File: src/rtl/ets_phase_stepper_pkg.sv
// Shared ETS clock-generator definitions: stepper states, position defaults, calibration limits.
// Latency: n/a (declarations only).
// Backpressure: n/a.
package ets_phase_stepper_pkg;

    localparam int ETS_POS_WIDTH = 8;

    // Highest fine-phase position reachable above the clock generator's calibration offset.
    localparam int ETS_MAX_POS = 255;

    typedef enum logic [2:0] {
        ST_IDLE,
        ST_CHECK,
        ST_STEP,
        ST_WAIT_DONE,
        ST_SETTLE
    } ets_state_e;

    function automatic int ets_cnt_width(input int max_val);
        return (max_val < 2) ? 1 : $clog2(max_val + 1);
    endfunction

endpackage

File: src/rtl/ets_step_timer.sv
// Loadable down-counter shared by the PSDONE timeout and the post-step settle wait.
// Latency: load takes effect next cycle; expired decodes the registered count.
// Backpressure: none; dec is ignored once the count reaches zero.
module ets_step_timer #(
    parameter int CNT_W = 7
) (
    input  logic             ref_clk,
    input  logic             reset_n,
    input  logic             load,
    input  logic [CNT_W-1:0] load_val,
    input  logic             dec,
    output logic             expired
);

    logic [CNT_W-1:0] count_q;
    logic [CNT_W-1:0] count_d;

    always_comb begin
        count_d = count_q;
        if (load) begin
            count_d = load_val;
        end else if (dec && (count_q != '0)) begin
            count_d = count_q - CNT_W'(1);
        end
    end

    always_ff @(posedge ref_clk or negedge reset_n) begin
        if (!reset_n) begin
            count_q <= '0;
        end else begin
            count_q <= count_d;
        end
    end

    assign expired = (count_q == '0);

endmodule

File: src/rtl/ets_phase_stepper.sv
// Walks the ETS DCM fine phase to an absolute target one PSEN step at a time.
// Latency: accept -> CHECK next cycle -> PSEN the cycle after; per step PSDONE latency + settle + 1.
// Backpressure: target_ready only in IDLE with the DCM locked; new targets wait out a move.
module ets_phase_stepper
    import ets_phase_stepper_pkg::*;
#(
    parameter int POS_WIDTH     = ETS_POS_WIDTH,
    parameter int MAX_POS       = ETS_MAX_POS,
    parameter int DONE_TIMEOUT  = 64,
    parameter int SETTLE_CYCLES = 4
) (
    input  logic                 ref_clk,
    input  logic                 reset_n,
    input  logic [POS_WIDTH-1:0] target,
    input  logic                 target_valid,
    output logic                 target_ready,
    input  logic                 dcm_locked,
    input  logic                 ps_done,
    input  logic                 ps_overflow,
    output logic                 ps_en,
    output logic                 ps_incdec,
    output logic [POS_WIDTH-1:0] position,
    output logic                 busy,
    output logic                 settled,
    output logic                 error
);

    localparam int CNT_MAX = (DONE_TIMEOUT > SETTLE_CYCLES) ? DONE_TIMEOUT : SETTLE_CYCLES;
    localparam int CNT_W   = ets_cnt_width(CNT_MAX);

    localparam logic [POS_WIDTH-1:0] MAX_POS_V    = POS_WIDTH'(MAX_POS);
    // Counter counts down to zero inclusive, so N cycles of wait load N-1.
    localparam logic [CNT_W-1:0]     TIMEOUT_LOAD = CNT_W'((DONE_TIMEOUT > 0) ? DONE_TIMEOUT - 1 : 0);
    localparam logic [CNT_W-1:0]     SETTLE_LOAD  = CNT_W'((SETTLE_CYCLES > 0) ? SETTLE_CYCLES - 1 : 0);

    ets_state_e           state_q, state_d;
    logic [POS_WIDTH-1:0] position_q, position_d;
    logic [POS_WIDTH-1:0] goal_q, goal_d;
    logic                 dir_q, dir_d;
    logic                 ps_en_q, ps_en_d;
    logic                 ps_incdec_q, ps_incdec_d;
    logic                 settled_q, settled_d;
    logic                 error_q, error_d;

    logic                 tmr_load;
    logic [CNT_W-1:0]     tmr_load_val;
    logic                 tmr_dec;
    logic                 tmr_expired;

    ets_step_timer #(
        .CNT_W (CNT_W)
    ) u_step_timer (
        .ref_clk  (ref_clk),
        .reset_n  (reset_n),
        .load     (tmr_load),
        .load_val (tmr_load_val),
        .dec      (tmr_dec),
        .expired  (tmr_expired)
    );

    always_comb begin
        state_d      = state_q;
        position_d   = position_q;
        goal_d       = goal_q;
        dir_d        = dir_q;
        error_d      = error_q;
        tmr_load     = 1'b0;
        tmr_load_val = '0;
        tmr_dec      = 1'b0;

        case (state_q)
            ST_IDLE: begin
                if (target_valid && dcm_locked) begin
                    goal_d  = (target > MAX_POS_V) ? MAX_POS_V : target;
                    error_d = 1'b0;
                    state_d = ST_CHECK;
                end
            end
            ST_CHECK: begin
                if (position_q == goal_q) begin
                    state_d = ST_IDLE;
                end else begin
                    dir_d   = (goal_q > position_q);
                    state_d = ST_STEP;
                end
            end
            ST_STEP: begin
                tmr_load     = 1'b1;
                tmr_load_val = TIMEOUT_LOAD;
                state_d      = ST_WAIT_DONE;
            end
            ST_WAIT_DONE: begin
                if (ps_done) begin
                    if (ps_overflow) begin
                        error_d = 1'b1;
                        state_d = ST_IDLE;
                    end else begin
                        position_d   = dir_q ? (position_q + POS_WIDTH'(1))
                                             : (position_q - POS_WIDTH'(1));
                        tmr_load     = 1'b1;
                        tmr_load_val = SETTLE_LOAD;
                        state_d      = ST_SETTLE;
                    end
                end else if (tmr_expired) begin
                    error_d = 1'b1;
                    state_d = ST_IDLE;
                end else begin
                    tmr_dec = 1'b1;
                end
            end
            ST_SETTLE: begin
                if (tmr_expired) begin
                    state_d = ST_CHECK;
                end else begin
                    tmr_dec = 1'b1;
                end
            end
            default: begin
                state_d = ST_IDLE;
            end
        endcase

        // Losing lock resets the DCM, which returns it to the calibration phase.
        if (!dcm_locked) begin
            state_d    = ST_IDLE;
            position_d = '0;
        end

        // Registered outputs decode the state being entered so they line up with that state.
        ps_en_d     = (state_d == ST_STEP);
        ps_incdec_d = ((state_d == ST_STEP) || (state_d == ST_WAIT_DONE)) && dir_d;
        settled_d   = (state_d == ST_CHECK) && (position_d == goal_d);
    end

    always_ff @(posedge ref_clk or negedge reset_n) begin
        if (!reset_n) begin
            state_q     <= ST_IDLE;
            position_q  <= '0;
            goal_q      <= '0;
            dir_q       <= 1'b0;
            ps_en_q     <= 1'b0;
            ps_incdec_q <= 1'b0;
            settled_q   <= 1'b0;
            error_q     <= 1'b0;
        end else begin
            state_q     <= state_d;
            position_q  <= position_d;
            goal_q      <= goal_d;
            dir_q       <= dir_d;
            ps_en_q     <= ps_en_d;
            ps_incdec_q <= ps_incdec_d;
            settled_q   <= settled_d;
            error_q     <= error_d;
        end
    end

    assign target_ready = (state_q == ST_IDLE) && dcm_locked;
    assign busy         = (state_q != ST_IDLE);
    assign ps_en        = ps_en_q;
    assign ps_incdec    = ps_incdec_q;
    assign position     = position_q;
    assign settled      = settled_q;
    assign error        = error_q;

endmodule

File: config.mk
export PLATFORM = sky130hd
export DESIGN_NAME = ets_phase_stepper
export DESIGN_NICKNAME = d
export VERILOG_FILES = /design/src/rtl/ets_phase_stepper_pkg.sv /design/src/rtl/ets_step_timer.sv /design/src/rtl/ets_phase_stepper.sv
export SDC_FILE = /design/constraint.sdc
export NUM_CORES = 1
export LEC_CHECK = 0
export CAP_MARGIN = 0
export CORE_ASPECT_RATIO = 1.5
export CORE_MARGIN = 3
export CORE_UTILIZATION = 50
export CTS_CLUSTER_SIZE = 24
export DETAILED_ROUTE_END_ITERATION = 10
export GPL_ROUTABILITY_DRIVEN = 0
export PLACE_DENSITY = 0.76
export SLEW_MARGIN = 10
export SYNTH_ARGS = -nofsm -noshare
export SYNTH_HDL_FRONTEND = slang
export SYNTH_SLANG_ARGS = --single-unit
File: constraint.sdc
create_clock -name ref_clk -period 2.01 [get_ports ref_clk]
set_input_delay 0.3015 -clock ref_clk [delete_from_list [all_inputs] [get_ports ref_clk]]
set_output_delay 0.3015 -clock ref_clk [all_outputs]
set_load 0.02 [all_outputs]
== Yosys cells after proc, flatten, opt, wreduce, memory -nomap -nowiden ==
Index checks and enable logic that the tools add are counted.

* Register bits: 31
* Input port bits: 14
* Output and inout port bits: 14
* Word-level logic and storage cells: 73

* Add/subtract/negate cells: 3
* $lt $le $gt $ge: 2
* Equal/unequal tests: 12
* Multiplexer cells: 34
* Reduce and logical (&&, ||, !) cells: 13

{| class="wikitable"
|+ Operators by type and width
! operator !! count
|-
| 8-bit 2-to-1 mux || 8
|-
| 3-bit 2-to-1 mux || 6
|-
| 8-bit == test || 2
|-
| 3-bit one-hot mux with 5 select lines || 1
|-
| 7-bit 2-to-1 mux || 2
|-
| 3-bit by 2-bit == test with 1-bit output, second input constant || 4
|-
| 6-bit one-hot mux with 2 select lines || 1
|-
| 1-bit 2-to-1 mux || 10
|-
| 8-bit by 1-bit adder with 8-bit output, second input constant || 1
|-
| 8-bit greater-than comparator || 1
|-
| 8-bit greater-than comparator, second input constant || 1
|-
| 8-bit by 1-bit subtractor with 8-bit output, second input constant || 1
|-
| 7-bit zero test || 1
|-
| 7-bit nonzero test || 1
|-
| 7-bit by 1-bit subtractor with 7-bit output, second input constant || 1
|-
| 3-bit by 1-bit == test with 1-bit output, second input constant || 2
|-
| 2-bit 2-to-1 mux || 3
|-
| 3-bit inequality test, second input constant || 2
|-
| 1-bit one-hot mux with 2 select lines || 3
|-
| 1-bit logical AND || 5
|-
| 4-bit AND reduction || 1
|-
| 2-bit nonzero test || 2
|-
| 3-bit == test, second input constant || 1
|-
| 3-bit zero test || 1
|-
| 3 further kinds || 3
|}

== Depth between registers and ports, before layout ==
Gate-level depths: netlist (run 1).

* Depth in word-level cells: 8
* Gate-level depth with buffers: 9
* Mapped depth without buffers: 9

== Modules after synthesis ==
A second synthesis (run 1) with hierarchy kept.

* Cell total of the unflattened synthesis: 228
* Area, all modules: 2177.1 um^2

{| class="wikitable"
|+ By module, submodules not included
! module !! times used !! cells each !! area an instance (um^2) !! sequential area each (um^2)
|-
| ets_phase_stepper || 1 || 176 || 1715.4 || 600.6
|-
| ets_step_timer || 1 || 52 || 461.7 || 175.2
|}

== Worst setup path after synthesis (run 1) ==
No wires, ideal clock.

* Kind: register to register
* Start: reg dir_q
* End: reg settled_q, in the netlist settled
* Setup time: 0.096 ns
* Data arrival time: 2.099 ns
* Required time: 1.914 ns
* Setup slack: -0.185 ns
* Stages on the path, launching flop included: 10
* Path buffers: 0
* Clock period less this slack: 2.195 ns
* Cell sequence: dfrtp_1 inv_1 ha_1 a21o_1 a21oi_1 mux2_2 a31o_2 xnor2_1 nand2_1 nor4_2

* Word-level cells in the longest chain between the ends: 7

{| class="wikitable"
|+ RTL lines
! item !! line !! RTL
|-
| start, declared || ets_phase_stepper.sv:39 || <nowiki>logic dir_q, dir_d;</nowiki>
|-
| start signal, assigned || ets_phase_stepper.sv:149 || <nowiki>dir_q <= dir_d;</nowiki>
|-
| 8-bit 2-to-1 mux || ets_phase_stepper.sv:98 || <nowiki>position_d = dir_q ? (position_q + POS_WIDTH'(1))</nowiki>
|-
| 8-bit 2-to-1 mux || ets_phase_stepper.sv:94 || <nowiki>if (ps_overflow) begin</nowiki>
|-
| 8-bit 2-to-1 mux || ets_phase_stepper.sv:93 || <nowiki>if (ps_done) begin</nowiki>
|-
| 8-bit 2-to-1 mux || ets_phase_stepper.sv:71 || <nowiki>case (state_q)</nowiki>
|-
| 8-bit 2-to-1 mux || ets_phase_stepper.sv:124 || <nowiki>if (!dcm_locked) begin</nowiki>
|-
| net position_d[3] || ets_phase_stepper.sv:37 || <nowiki>logic [POS_WIDTH-1:0] position_q, position_d;</nowiki>
|-
| 8-bit == test || ets_phase_stepper.sv:132 || <nowiki>settled_d = (state_d == ST_CHECK) && (position_d == goal_d);</nowiki>
|-
| 1-bit logical AND || ets_phase_stepper.sv:132 ||
|-
| net settled_d || ets_phase_stepper.sv:42 || <nowiki>logic settled_q, settled_d;</nowiki>
|-
| end signal, assigned || ets_phase_stepper.sv:152 || <nowiki>settled_q <= settled_d;</nowiki>
|-
| end, declared || ets_phase_stepper.sv:42 ||
|}

The timed path passes the listed nets, and every way through them passes these cells.
A chain may end at the register's enable or synchronous reset.

== Final worst setup path (run 1) ==
* Start: reg dir_q
* End: reg settled_q, in the netlist settled

* Word-level cells in the longest chain between the ends: 7

{| class="wikitable"
|+ RTL lines
! item !! line
|-
| 8-bit 2-to-1 mux || ets_phase_stepper.sv:98
|-
| 8-bit 2-to-1 mux || ets_phase_stepper.sv:94
|-
| 8-bit 2-to-1 mux || ets_phase_stepper.sv:93
|-
| 8-bit 2-to-1 mux || ets_phase_stepper.sv:71
|-
| 8-bit 2-to-1 mux || ets_phase_stepper.sv:124
|-
| 8-bit == test || ets_phase_stepper.sv:132
|-
| 1-bit logical AND || ets_phase_stepper.sv:132
|-
| net settled_d || ets_phase_stepper.sv:42
|}

The timed path passes the listed nets, and every way through them passes these cells.

==> results.yml, run 1 <==
status:
  status: "finished with violations"
  violations: "negative setup slack"
sta:
  setup_violations: 2
  drv_slew: 0
  fin_setup_tns_ns: -0.405
  hold_violations: 0
  finClkSkew_ns: 0.00947
  holdWs_ns: 0.406
  worst_pin_slew_ns: 0.420
  setup_slack_ns: -0.249
  finalCritPeriodShare: 1.12
  finalWorstPathRequiredPeriod_ns: 2.26
  relSlewSlack: 0.720
  rsz0062_at_grt: "true"
  fmax_mhz: 443
cts:
  cts_hold_buffers: 0
  cts_max_level: 2
  numCtsBuffers: 5
  cts_root_buf: "clkbuf_8"
  cts_sinks: 31
  clkTransAtPathRegs_ns: 0.07
  cts_buffer_depth: 2
  worstSkewPairLatency_ns: 0.29
  cts_tree: "yes"
detailed_routing:
  routed_via_density: 5.68
  drc: 0
  drtAntennaViolNets: 0
  dr.pass1.iters: 4
  vias: 2040
  drt_wl_total_um: 6030
  drt_iter0_drc: 52
  post_drt_wl_per_cell_um: 16.8
synthesis:
  synth-edff-count: 0
  synth_top_area_cell: "dfrtp_1"
  syn-cell-area_um2: 2220
  synthFlopType: "dfrtp_1"
  ys_ff_latch: 31
  ys_top_cells_by_area: "dfrtp_1, ha_1, mux2_2"
  ys_types: 57
  async_flop_share: 1.00
  syn_inst: 230
  synth-seq-area-share: 0.350
  syn-num-nets: 261
  syn_avg_cell_area_um2: 9.63
  yosysWarnings: 0
  yosysTopAreaCellShare: 0.350
min_path:
  hold_path_class: "in -> async"
floorplanning:
  fp.dieW_um: 60.4
  num_rows: 29
  die_area_um2: 5280
  fp.dieH_um: 87.5
  ioPinCount: 28
  coreArea_um2: 4250
  start_util: 0.522
global_routing:
  antenna_found_initial: 0
  grt_max_degree: 32
  gr-total-overflow: 0
  grt_pass1_wl_um: 9740
  grt_pass1_vias: 2115
  track_usage: 0.248
cells_and_area:
  antenna_cells: 0
  nets: 343
  area_delta_synth_final_pct: 45.3
  drive_gt1_frac: 0.374
  fin_area_um2: 3220
worst_setup_path:
  r2r_setup_slack_ns: -0.25
  crit_chain: "inv_6 -> buf_12 -> buf_4 -> ha_1 -> a21oi_1 -> nor2b_1 -> o21ai_0 -> nand3b_1 -> mux2_4 -> nor3_2 -> nor4_2"
  slowest_stage: "dfrtp_2"
  required_ns: 2.19
  endpoint_kind: "flip-flop"
  slowest_delay_ns: 0.41
  startpoint_type: "flip-flop"
  path_class: "reg -> reg"
  r2r_start: "dir_q$_DFF_PN0_"
  worstPathMaxFanout: 5
  worstPathArrival_ns: 2.43
  r2r_cells: 11
  r2r-end: "settled$_DFF_PN0_"
place:
  io_buffers: 27
  placed_cell_area_um2: 2970
  dp.final_hpwl_um: 4520
power:
  p_leak_nw: 1.39
  vdd_drop_max_v: 0.000990
  p_per_area_nw_per_um2: 1090
flow_run:
  drv_cap: 0
## cell usage in the layout, fill, tap and decap left out, types with 7 or more instances in the layout
cell,count
clkdlybuf4s50_1,25
inv_1,10
nor3_1,7
nand4_1,7
dfrtp_1,26
o21ai_0,12
nor2_1,12
buf_4,53
ha_1,10
nand2_1,13
## worst max path at each step
stage                          startpoint                end  slack (ns)  cells after the start
floorplan           position[0]$_DFF_PN0_  settled$_DFF_PN0_       -0.06                      9
global placement               dcm_locked  settled$_DFF_PN0_       -0.29                      8
detailed placement        dir_q$_DFF_PN0_  settled$_DFF_PN0_       -0.29                      9
CTS                       dir_q$_DFF_PN0_  settled$_DFF_PN0_       -0.22                      9
global route              dir_q$_DFF_PN0_  settled$_DFF_PN0_       -0.32                     11
finish                    dir_q$_DFF_PN0_  settled$_DFF_PN0_       -0.25                     11
## layer usage
metal,part of all wire,track usage
met3,0.027,0.0369
met2,0.55,0.429
met1,0.40,0.296
met5,0,0
met4,0.028,0.111
## report_power, final
group          switching, mW  internal, mW
combinational          0.978          1.05
sequential             0.172         0.816
clock                  0.239         0.243
total                   1.39          2.11
## registers in the layout, indices dropped and copies added, names as in the netlist
name                  cells
u_step_timer.count_q      7
dir_q                     1
error                     1
ps_incdec                 1
ps_en                     1
settled                   1
position                  8
state_q                   3
goal_q                    8
## cells in the mapped netlist (all sizes together), types with 4 or more instances
library cell  number
dfrtp             31
nand3              6
mux2              10
a21oi              9
o21ai             19
ha                16
a22o               5
xor2               4
nand2             15
nand2b             7
nor2              14
inv               14
nor3              10
nand4              7
or3                6
and2               4
xnor2              7
buf                4
## timing repair
item | in CTS | in global routing
buffers inserted | 6 | 1
pin swaps | 12 | 4
resized for setup | 17 | 7
endpoints found under the setup margin | 5 | 11
## cells by family (layout without fill, tap and decap cells)
logic type      after synthesis  after routing  share of synthesized area
compound gates               54             54                      0.168
xor+xnor                     11             11                     0.0435
fa+ha+maj                    17             17                     0.0994
buf+inv                      21            104                     0.0418
flops                        31             31                      0.350
mux                          12             12                     0.0632
simple gates                 84             84                      0.234
## area by class of cell
cell class / count / area (um2)
sequential: 31 / 782
clock buffer: 7 / 76.3
tap: 46 / 57.6
inverter: 14 / 57.6
timing repair buffer: 82 / 706
multi-input combinational: 178 / 1540
fill: 317 / 1020
clock inverter: 1 / 5.00
## critical path: cells and delay by family, from the launching register on
family | cells | cell delay [ns]
adders and majority gates | 1 | 0.32
and+or+nand+nor | 4 | 0.46
DFF | 1 | 0.41
muxes | 1 | 0.35
AOI/OAI and AO/OA | 2 | 0.27
buffers and inverters | 3 | 0.33
## metrics by stage
stage | setup slack (ns) | util | power [mW] | instances
finish | -0.249 | 0.759 | 3.50 | 359
global route | -0.321 | 0.759 | 3.73 | 359
CTS | -0.224 | 0.745 | 3.43 | 358
detailed placement | -0.292 | 0.700 | 2.79 | 344
global placement | -0.293 | 0.700 | 2.74 | 344
floorplan | -0.0553 | - | 2.09 | 230
(Power assumes the default switching activity.)
==> inputs of run 2 (changes only) <==
Settings changed: GPL_TIMING_DRIVEN set to 0.
==> run 2 against run 1 <==
Net effect: the run still ends with negative setup slack left; setup slack worse by 0.027 ns; wire length is 13% lower; die area stayed put; final cell count is 9.7% lower; final area is 9.4% lower; critical endpoint unchanged; critical path depth is 2 lower; global-route usage is 3.2 points lower; largest power group unchanged; hold slack worse by 0.35 ns; largest cell class unchanged; clock power is 6.8% higher.
==> results.yml, run 2 (same netlist as run 1, synthesis figures left out) <==
worst_setup_path:
  cpLargestDelayFamily: "compound AO/OA/AOI/OAI gates"
  r2r-end: "settled$_DFF_PN0_"
  slowest_stage: "dfrtp_2"
  worstPathArrival_ns: 2.47
  critPathBufInv: 1
  path_class: "reg -> reg"
  slowest_delay_ns: 0.45
  r2r_setup_slack_ns: -0.28
  path_depth: 9
  endpoint_kind: "flip-flop"
  required_ns: 2.19
  crit_path_start: "dir_q$_DFF_PN0_"
  critPathCapture: "settled$_DFF_PN0_"
  worstPathMaxFanout: 6
  startpoint_type: "flip-flop"
  r2r_start: "dir_q$_DFF_PN0_"
  crit_chain: "inv_6 -> ha_4 -> a21o_1 -> a21oi_2 -> mux2_4 -> a31o_4 -> xnor2_2 -> nand2_1 -> nor4_2"
  r2r_cells: 9
sta:
  hold_violations: 0
  finalWorstPathRequiredPeriod_ns: 2.29
  setup_slack_ns: -0.277
  finClkSkew_ns: 0.0111
  drv_slew: 0
  worst_pin_slew_ns: 0.695
  finalCritPeriodShare: 1.14
  rsz0062_at_grt: "true"
  fmax_mhz: 437
  relSlewSlack: 0.537
  setup_violations: 2
flow_run:
  drv_cap: 0
floorplanning:
  coreArea_um2: 4250
  fp.dieH_um: 87.5
  num_rows: 29
  die_area_um2: 5280
  start_util: 0.522
  ioPinCount: 28
  fp.dieW_um: 60.4
power:
  p_per_area_nw_per_um2: 1130
  vdd_drop_max_v: 0.000794
  finalPower_mw: 3.29
  p_leak_nw: 1.21
cells_and_area:
  nets: 308
  antenna_cells: 0
  mostFrequentLayoutCells: "dfrtp_1, clkdlybuf4s50_1, buf_4, nand2_1, o21ai_0"
  area_delta_synth_final_pct: 31.7
  stdcell_count: 324
  drive_gt1_frac: 0.288
  final_common_cell: "dfrtp_1"
cts:
  numCtsBuffers: 5
  cts_max_level: 2
  worstSkewPairLatency_ns: 0.29
  cts_sinks: 31
  cts_buffer_depth: 2
  cts_tree: "yes"
  clkTransAtPathRegs_ns: 0.07
  cts_root_buf: "clkbuf_8"
  cts_hold_buffers: 0
detailed_routing:
  drt_wl_total_um: 5240
  drc: 0
  routed_via_density: 5.87
  post_drt_wl_per_cell_um: 16.2
  drt_iter0_drc: 69
  drtAntennaViolNets: 0
  vias: 1902
  dr.pass1.iters: 4
status:
  violations: "negative setup slack"
  status: "finished with violations"
global_routing:
  antenna_found_initial: 0
  gr-total-overflow: 0
  grt_pass1_vias: 1851
  track_usage: 0.216
  grt_max_degree: 32
  grt_pass1_wl_um: 8510
min_path:
  hold_path_class: "in -> async"
place:
  dp.final_hpwl_um: 3860
  io_buffers: 27
  dp.cells: 303
[run 2: changes by cell type in the layout (fill, tap and decap cells not counted), sizes merged]
cell and change:
clkbuf +2, clkdlybuf4s50 -1, buf -36
[run 2: cell type report]
| type | count | area, um2 |
|---|---|---|
| multi-input cells | 178 | 1520 |
| fillers | 342 | 1330 |
| flip-flops and latches | 31 | 782 |
| repair buffers | 40 | 360 |
| clock buffers | 7 | 86.3 |
| inverters | 14 | 60.1 |
| well taps | 46 | 57.6 |
| plain buffers | 7 | 48.8 |
| clock inverters | 1 | 5.00 |
[run 2: where the power goes]
group          total, mW  leakage (nW)  internal [mW]  switching [mW]
registers          0.981         0.382          0.816           0.165
clock network      0.515        0.0482          0.276           0.239
logic               1.80         0.783          0.891           0.905
[run 2: stage by stage]
step	TNS, ns	utilization	area (um2)	hold WS, ns	setup slack [ns]
3_5_place_dp	-3.09	0.620	2630	0.393	-0.708
2_1_floorplan	-0.0553	-	2310	0.00591	-0.0553
5_1_grt	-0.674	0.688	2920	0.114	-0.363
3_3_place_gp	-3.24	0.622	2640	0.479	-0.709
4_1_cts	-0.430	0.662	2810	0.0828	-0.254
6_report	-0.470	0.688	2920	0.0583	-0.277
[run 2: layer usage]
metal  global-route usage  wire, um  up-vias
li1                     -         -      929
met1                0.259      2130      924
met2                0.377      2790       37
met3               0.0295       185       12
met4               0.0907       135        0
met5                    0         0        -
[run 2: worst min-delay path by stage]
stage / startpoint / slack, ns / end
6_report: reset_n / 0.06 / position[4]$_DFF_PN0_
3_5_place_dp: reset_n / 0.39 / position[6]$_DFF_PN0_
4_1_cts: reset_n / 0.08 / position[4]$_DFF_PN0_
3_3_place_gp: error$_DFFE_PN0P_ / 0.48 / error$_DFFE_PN0P_
5_1_grt: reset_n / 0.11 / goal_q[6]$_DFF_PN0_
2_1_floorplan: reset_n / 0.006 / dir_q$_DFF_PN0_
[run 2: timing repair]
action | 4_1_cts | 5_1_grt
resized for setup | 10 | 17
buffers inserted | 7 | 6
pin swaps | 6 | 10
endpoints found under the setup margin | 9 | 9
==> inputs of run 3 (changes only) <==
Settings changed: TNS_END_PERCENT set to 5.
==> run 3 against run 2 <==
Net effect: the run still ends with negative setup slack left; setup slack better by 0.013 ns; count of clock-buffer cells in the layout did not move; final area decreased by 3.9%; critical path type unchanged.
==> results.yml, run 3 (same netlist as run 1, synthesis figures left out) <==
cts:
  cts_tree: "yes"
  worstSkewPairLatency_ns: 0.29
  cts_max_level: 2
  clkTransAtPathRegs_ns: 0.07
  numCtsBuffers: 5
  cts_root_buf: "clkbuf_8"
  cts_sinks: 31
  cts_hold_buffers: 0
  cts_buffer_depth: 2
detailed_routing:
  drtAntennaViolNets: 0
  drt_wl_total_um: 5010
  vias: 1856
  drt_iter0_drc: 40
  post_drt_wl_per_cell_um: 15.8
  dr.pass1.iters: 5
  drc: 0
  routed_via_density: 5.85
sta:
  relSlewSlack: 0.539
  worst_pin_slew_ns: 0.691
  hold_violations: 0
  fmax_mhz: 440
  finClkSkew_ns: 0.0115
  finalCritPeriodShare: 1.13
  drv_slew: 0
  setup_slack_ns: -0.263
  setup_violations: 6
  rsz0062_at_grt: "true"
  finalWorstPathRequiredPeriod_ns: 2.27
global_routing:
  grt_pass1_wl_um: 8450
  antenna_found_initial: 0
  gr-total-overflow: 0
  grt_pass1_vias: 1837
  track_usage: 0.214
  grt_max_degree: 32
worst_setup_path:
  crit_chain: "inv_6 -> buf_4 -> ha_4 -> and3_1 -> a2bb2oi_2 -> o31ai_1 -> nand3b_1 -> mux2_4 -> nor3_2 -> nor4_2"
  r2r_start: "dir_q$_DFF_PN0_"
  startpoint_type: "flip-flop"
  r2r-end: "settled$_DFF_PN0_"
  worstPathMaxFanout: 6
  path_class: "reg -> reg"
  r2r_cells: 10
  worstPathArrival_ns: 2.44
  endpoint_kind: "flip-flop"
  path_depth: 10
  critPathBufInv: 2
  slowest_stage: "dfrtp_2"
  required_ns: 2.17
  slowest_delay_ns: 0.45
  cpLargestDelayFamily: "simple AND/OR/NAND/NOR gates"
  r2r_setup_slack_ns: -0.26
cells_and_area:
  area.sequential_um2: 782
  area_delta_synth_final_pct: 26.7
  antenna_cells: 0
  stdcell_count: 317
  multi_input_area_um2: 1470
  nets: 301
  drive_gt1_frac: 0.240
  final_common_cell: "dfrtp_1"
  fin_area_um2: 2810
  fill_cells: 364
  mostFrequentLayoutCells: "dfrtp_1, clkdlybuf4s50_1, nand2_1, o21ai_0"
floorplanning:
  ioPinCount: 28
  fp.dieH_um: 87.5
  start_util: 0.522
  num_rows: 29
  coreArea_um2: 4250
  fp.dieW_um: 60.4
  die_area_um2: 5280
power:
  p_per_area_nw_per_um2: 1100
  vdd_drop_max_v: 0.000776
  p_leak_nw: 1.17
place:
  dp.final_hpwl_um: 3860
  io_buffers: 27
  dp.cells: 303
  placed_cell_area_um2: 2630
  place_worst_setup_slack_ns: -0.708
flow_run:
  drv_cap: 0
status:
  violations: "negative setup slack"
  status: "finished with violations"
min_path:
  hold_path_class: "in -> async"
[run 3: through the flow]
stage | hold WS (ns) | utilization | setup TNS [ns] | total power [mW]
3_5_place_dp | 0.393 | 0.620 | -3.09 | 2.49
3_3_place_gp | 0.479 | 0.622 | -3.24 | 2.46
5_1_grt | 0.114 | 0.661 | -1.47 | 3.34
6_report | 0.0589 | 0.661 | -0.502 | 3.10
2_1_floorplan | 0.00591 | - | -0.0553 | 2.09
4_1_cts | 0.0828 | 0.657 | -0.660 | 3.10
[run 3: final cells by class]
type / instances / area share
plain buffers: 7 / 0.0152
flip-flops and latches: 31 / 0.279
well taps: 46 / 0.0205
inverters: 14 / 0.0205
repair buffers: 33 / 0.110
multi-input cells: 178 / 0.523
clock inverters: 1 / 0.00178
clock buffers: 7 / 0.0308
[run 3: what timing repair did]
item | in CTS | in global routing
buffers inserted | 6 | 0
gates resized for setup | 8 | 5
setup endpoints to repair | 9 | 10
pin swaps | 6 | 0
[run 3: where the power goes]
part | total (mW) | switching, mW | internal [mW]
Combinational | 1.61 | 0.837 | 0.771
Clock | 0.511 | 0.236 | 0.276
Sequential | 0.981 | 0.165 | 0.816
Total | 3.10 | 1.24 | 1.86
[run 3: worst reg2reg max path, cell delays in order (launching register included)]
cell and delay [ns]:
dfrtp_2 0.45, inv_6 0.11, buf_4 0.12, ha_4 0.19, and3_1 0.15, a2bb2oi_2 0.20
o31ai_1 0.09, nand3b_1 0.27, mux2_4 0.36, nor3_2 0.14, nor4_2 0.07
[run 3: routing by layer]
metal / part of all wire / up-vias / GRT usage
met5: 0 / - / 0
met4: 0.027 / 0 / 0.0907
met3: 0.020 / 13 / 0.0295
met2: 0.54 / 25 / 0.374
met1: 0.42 / 905 / 0.256
li1: - / 913 / -
[run 3: worst max-delay path by stage]
stage / from / end / slack (ns)
floorplan: position[0]$_DFF_PN0_ / settled$_DFF_PN0_ / -0.06
global placement: dcm_locked / settled$_DFF_PN0_ / -0.71
detailed placement: dcm_locked / settled$_DFF_PN0_ / -0.71
CTS: dir_q$_DFF_PN0_ / settled$_DFF_PN0_ / -0.25
global route: dir_q$_DFF_PN0_ / settled$_DFF_PN0_ / -0.36
finish: dir_q$_DFF_PN0_ / settled$_DFF_PN0_ / -0.26
